### config.mk
export PLATFORM = sky130hd
export DESIGN_NAME = round_controller
export DESIGN_NICKNAME = d
export VERILOG_FILES = /design/src/rtl/round_controller.sv
export SDC_FILE = /design/constraint.sdc
export NUM_CORES = 1
export LEC_CHECK = 0
export ABC_CLOCK_PERIOD_IN_PS = 7430
export BUFFER_PORTS_ARGS = -buffer_cell sky130_fd_sc_hd__buf_2
export CAP_MARGIN = 40
export CORE_MARGIN = 3
export CORE_UTILIZATION = 25
export CTS_BUF_LIST = sky130_fd_sc_hd__clkbuf_8 sky130_fd_sc_hd__clkbuf_16
export DETAILED_ROUTE_END_ITERATION = 6
export PLACE_DENSITY_LB_ADDON = 0.1
export SYNTH_ARGS = -nofsm -noshare
export SYNTH_HDL_FRONTEND = slang
export SYNTH_SLANG_ARGS = --single-unit
### constraint.sdc
create_clock -name debouncingclock -period 7.43 [get_ports debouncingclock]
set_input_delay 1.486 -clock debouncingclock [delete_from_list [all_inputs] [get_ports debouncingclock]]
set_output_delay 1.486 -clock debouncingclock [all_outputs]
set_load 0.005 [all_outputs]
### src/rtl/round_controller.sv
// round_controller: sequences countdown, play, elimination, winner/draw and
// the per-character win tally that decides the match.
// Ports: debouncingclock/reset (sync, active-high); healthmage, healthgunman,
//   healthswordman, healthfistman {ID,health}; start_btn restarts after match.
//   Outputs (all registered): state, countdown, freeze, round_reset, alive,
//   winner, winner_valid, draw, wins (2 bits per character, alive order).
// Optional macro ROUND_TIMEOUT_EN: PLAY ends after ROUND_TIMEOUT cycles,
//   crediting the strictly healthiest survivor (tie gives a draw).
module round_controller #(
  parameter int COUNTDOWN_TICKS  = 100,
  parameter int COUNTDOWN_DIGITS = 3,
  parameter int OVER_HOLD        = 300,
  parameter int WINS_TO_MATCH    = 3,
  parameter int ROUND_TIMEOUT    = 3000
) (
  input  logic       debouncingclock,
  input  logic       reset,
  input  logic [5:0] healthmage,
  input  logic [5:0] healthgunman,
  input  logic [5:0] healthswordman,
  input  logic [5:0] healthfistman,
  input  logic       start_btn,
  output logic [1:0] state,
  output logic [3:0] countdown,
  output logic       freeze,
  output logic       round_reset,
  output logic [3:0] alive,
  output logic [1:0] winner,
  output logic       winner_valid,
  output logic       draw,
  output logic [7:0] wins
);

  typedef enum logic [1:0] {
    COUNTDOWN  = 2'b00,
    PLAY       = 2'b01,
    ROUND_OVER = 2'b10,
    MATCH_OVER = 2'b11
  } state_t;

  localparam int CMAX0 = (COUNTDOWN_TICKS > OVER_HOLD) ?
                         COUNTDOWN_TICKS : OVER_HOLD;
`ifdef ROUND_TIMEOUT_EN
  localparam int CMAX = (CMAX0 > ROUND_TIMEOUT) ? CMAX0 : ROUND_TIMEOUT;
`else
  localparam int CMAX = CMAX0;
  localparam int unused_timeout = ROUND_TIMEOUT;
`endif
  localparam int CW = $clog2(CMAX + 1);

  state_t        st;
  logic [CW-1:0] cnt;
  logic          start_q;

  logic [3:0] hp [4];
  logic [3:0] alive_n;
  logic [2:0] n_alive;
  logic [1:0] sole_idx;
  logic       fin;
  logic       fin_draw;
  logic [1:0] fin_idx;
  logic [7:0] wins_cr;
  logic       match_done;
  logic       start_rise;
  logic       unused_id;

  assign state = st;
  assign hp[0] = healthmage[3:0];
  assign hp[1] = healthgunman[3:0];
  assign hp[2] = healthswordman[3:0];
  assign hp[3] = healthfistman[3:0];
  assign unused_id = ^{healthmage[5:4], healthgunman[5:4],
                       healthswordman[5:4], healthfistman[5:4]};
  assign start_rise = start_btn & ~start_q;

  // Eliminations are sticky: a zero health clears the bit for the round.
  always_comb begin
    alive_n = alive;
    for (int i = 0; i < 4; i++)
      if (hp[i] == 4'd0) alive_n[i] = 1'b0;
  end

  always_comb begin
    n_alive = 3'(alive_n[0]) + 3'(alive_n[1]) +
              3'(alive_n[2]) + 3'(alive_n[3]);
    sole_idx = 2'd0;
    for (int i = 0; i < 4; i++)
      if (alive_n[i]) sole_idx = 2'(i);
  end

`ifdef ROUND_TIMEOUT_EN
  logic [3:0] top;
  logic [1:0] top_idx;
  logic [2:0] top_cnt;

  always_comb begin
    top     = 4'd0;
    top_idx = 2'd0;
    top_cnt = 3'd0;
    for (int i = 0; i < 4; i++)
      if (alive_n[i] && hp[i] > top) begin
        top     = hp[i];
        top_idx = 2'(i);
      end
    for (int i = 0; i < 4; i++)
      if (alive_n[i] && hp[i] == top) top_cnt = top_cnt + 3'd1;
  end
`endif

  // Elimination ending wins over a coincident timeout.
  always_comb begin
    fin      = (n_alive <= 3'd1);
    fin_draw = (n_alive == 3'd0);
    fin_idx  = sole_idx;
`ifdef ROUND_TIMEOUT_EN
    if (!fin && cnt == CW'(ROUND_TIMEOUT - 1)) begin
      fin      = 1'b1;
      fin_draw = (top_cnt > 3'd1);
      fin_idx  = top_idx;
    end
`endif
  end

  always_comb begin
    wins_cr = wins;
    if (wins[{fin_idx, 1'b0} +: 2] < 2'(WINS_TO_MATCH))
      wins_cr[{fin_idx, 1'b0} +: 2] = wins[{fin_idx, 1'b0} +: 2] + 2'd1;
  end

  always_comb begin
    match_done = 1'b0;
    for (int i = 0; i < 4; i++)
      if (wins[2*i +: 2] == 2'(WINS_TO_MATCH)) match_done = 1'b1;
  end

  always_ff @(posedge debouncingclock) begin
    if (reset) begin
      st           <= COUNTDOWN;
      countdown    <= 4'(COUNTDOWN_DIGITS);
      cnt          <= '0;
      freeze       <= 1'b1;
      round_reset  <= 1'b0;
      alive        <= 4'b1111;
      winner       <= 2'd0;
      winner_valid <= 1'b0;
      draw         <= 1'b0;
      wins         <= 8'd0;
      start_q      <= 1'b1;
    end else begin
      start_q     <= start_btn;
      round_reset <= 1'b0;
      unique case (st)
        COUNTDOWN: begin
          alive <= 4'b1111;
          if (cnt == CW'(COUNTDOWN_TICKS - 1)) begin
            cnt <= '0;
            if (countdown == 4'd1) begin
              st        <= PLAY;
              countdown <= 4'd0;
              freeze    <= 1'b0;
            end else begin
              countdown <= countdown - 4'd1;
            end
          end else begin
            cnt <= cnt + 1'b1;
          end
        end
        PLAY: begin
          alive <= alive_n;
          cnt   <= cnt + 1'b1;
          if (fin) begin
            st     <= ROUND_OVER;
            freeze <= 1'b1;
            cnt    <= '0;
            if (fin_draw) begin
              draw         <= 1'b1;
              winner_valid <= 1'b0;
            end else begin
              winner       <= fin_idx;
              winner_valid <= 1'b1;
              draw         <= 1'b0;
              wins         <= wins_cr;
            end
          end
        end
        ROUND_OVER: begin
          if (cnt == CW'(OVER_HOLD - 1)) begin
            cnt <= '0;
            if (match_done) begin
              st           <= MATCH_OVER;
              winner_valid <= 1'b1;
            end else begin
              st           <= COUNTDOWN;
              countdown    <= 4'(COUNTDOWN_DIGITS);
              round_reset  <= 1'b1;
              alive        <= 4'b1111;
              winner_valid <= 1'b0;
              draw         <= 1'b0;
            end
          end else begin
            cnt <= cnt + 1'b1;
          end
        end
        MATCH_OVER: begin
          if (start_rise) begin
            st           <= COUNTDOWN;
            countdown    <= 4'(COUNTDOWN_DIGITS);
            cnt          <= '0;
            round_reset  <= 1'b1;
            alive        <= 4'b1111;
            winner_valid <= 1'b0;
            draw         <= 1'b0;
            wins         <= 8'd0;
          end
        end
        default: st <= COUNTDOWN;
      endcase
    end
  end

endmodule

==> metrics.cfg <==
[finish]
final_common_cell=buf_2
fin_util_pct=30.9
fin_area_um2=2400
antenna-diode-count=0
final_cell_mix=buf_2 (42), dfxtp_1 (34), nor2_1 (23), nand2_1 (19), a21oi_1 (11)
drive_gt1_share_pct=26.9
area_growth_pct=18.8
final_nets=300

[route]
vias=1795
postRouteAntennaNets=0
drc=0
wire_per_inst_um=14.4
routed_wl_um=5270
drtIter0Drc=60
routed_via_density=4.90
firstDrtPassIters=4

[critical_path]
endpoint_kind=flop
cpPeakStageDelay_ps=610
critical_path.cell_chain=buf_2 > o41a_1 > fa_1 > ha_1 > inv_1 > ha_1 > or3b_4 > and2_1 > o21ai_0 > a21oi_1 > a41o_1
critPathArrivalTime_ps=4690
required_ps=7600
critPathLaunchType=primary input
cp_max_fo=10
slowest_stage=o41a_1
crit_top_cell=ha_1
critical_path_class=primary input to flop

[sta]
fin_skew_ps=5.87
tns_ps=0
fin_crit_sh_pct=60.8
setup-violations-final=0
relSlewSlack_pct=55.6
rsz0062_at_grt=no
fmax_mhz=221
worst_pin_slew_ps=665
setup_slack_ps=2910
period_needed_ps=4520
drv_slew=0
finalHoldViolCount=0

[synth]
postSynthAreaPerCell_um2=9.06
synth_edf_count=0
syn_area_um2=2020
yosysWarnings=0
synth-async-reset-ratio_pct=0
synthesis.nets=260
ys_dominant_reg_cell=dfxtp_1
yosysTopAreaCell=dfxtp_1
ys_top_cells_by_area=dfxtp_1 (34%), ha_1 (5.6%), nor2_1 (4.3%)
syn_inst=223
yosysTopAreaCellShare_pct=33.7
ys_ff_latch=34
ys_types=64
ys_seq_area_share_pct=33.7

[placed_design]
globalplace.congestion=0.777
numPortBuffers=42
pre_cts_slack_ps=2660
hpwlAfterDp_um=3960
place_area_um2=2310

[global_route]
grt_overflow=0
antenna_found_initial=0
track_usage_pct=12.2
grt_max_degree=20
grt_pass1_wl_um=8750
grt_pass1_vias=1769

[clock_tree]
cts_resized=0
insertion_delay_ps=280
cts_tree=built
post-cts-setup-buffers=0
clock-sinks=34
htreeDepth=2
cts_buffers=5
hold_buffers=0
clock_path_buffers=2
cts_root_buf=clkbuf_8
clk_pin_slew_worst_paths_ps=70

[die]
die_h_um=95.9
die_w_um=95.9
pin_count=51
die_area_um2=9190
coreArea_um2=7770
initial_core_util_pct=26.0
rows=32

[outcome]
status=finished clean

[min_path]
hold_path.class=flop to flop

[power]
p_leak_nw=0.977
ir_worst_vdd_mv=0.0772
power_density_nw_per_um2=147
p_total_mw=0.354

[job]
cap_violations=0

## stage by stage
step                      hold WS [ps]  cells
final                              497    366
after global routing               517    366
after CTS                          504    366
after detailed placement           487    358
after global placement             485    358
after floorplan                    462    223
## area by class of cell
cell class                 count  area (um2)
sequential                    34         681
clock buffer                   6        82.6
fill                         863        5370
clock inverter                 2        8.76
timing repair buffer          42         210
tap                          102         128
inverter                       9        33.8
multi-input combinational    171        1260
## power by group
part | total (mW) | switching (mW) | internal (mW)
clock network | 0.143 | 0.0695 | 0.0735
registers | 0.187 | 0.00264 | 0.184
logic | 0.0239 | 0.0137 | 0.0102
total | 0.354 | 0.0859 | 0.268
## worst paths after layout
check / startpoint / slack (ps) / endpoint / depth (start not counted)
max reg2reg: alive[3] / 4060 / draw / 10
max: healthfistman[1] / 2910 / draw / 11
min reg2reg: winner[1] / 500 / winner[1] / 2
min: winner[1] / 500 / winner[1] / 2
## cell usage after synthesis, types with 4 or more instances
master / number
xnor2_1: 4
nor2_1: 23
a211oi_1: 5
clkbuf_1: 4
dfxtp_1: 34
mux2i_1: 4
a21oi_1: 11
o21ai_0: 5
nor2b_1: 4
nand3_1: 10
ha_1: 9
nand4_1: 5
o32a_1: 4
nand2_1: 19
xor2_1: 5
inv_1: 8
## metal layers
metal	wire length, um	GRT usage, %	share of wire, %
met1	2630	17.0	50
met2	2400	19.2	45
met3	192	2.35	3.6
met4	48	3.55	0.91
met5	0	0	0
## kinds of logic after synthesis
family,share of synthesized area [%]
AOI/OAI and AO/OA,22.1
xor gates and xnor gates,3.90
adders and majority gates,6.57
buffers and inverters,4.09
DFF,33.7
muxes,1.98
and+or+nand+nor,27.6
## worst max-delay path, delay by kind of cell
family / cells / cell delay (ps)
compound gates: 4 / 1390
fa+ha+maj: 3 / 1040
buf+inv: 2 / 140
simple gates: 2 / 630
## registers in the layout, summed over array words and instances (netlist names)
register,cells
winner_valid,1
freeze,1
round_reset,1
winner,2
draw,1
wins,8
alive,4
cnt,9
countdown,4
state,2
start_q,1
No activity file was read; power rests on OpenSTA's default activity.
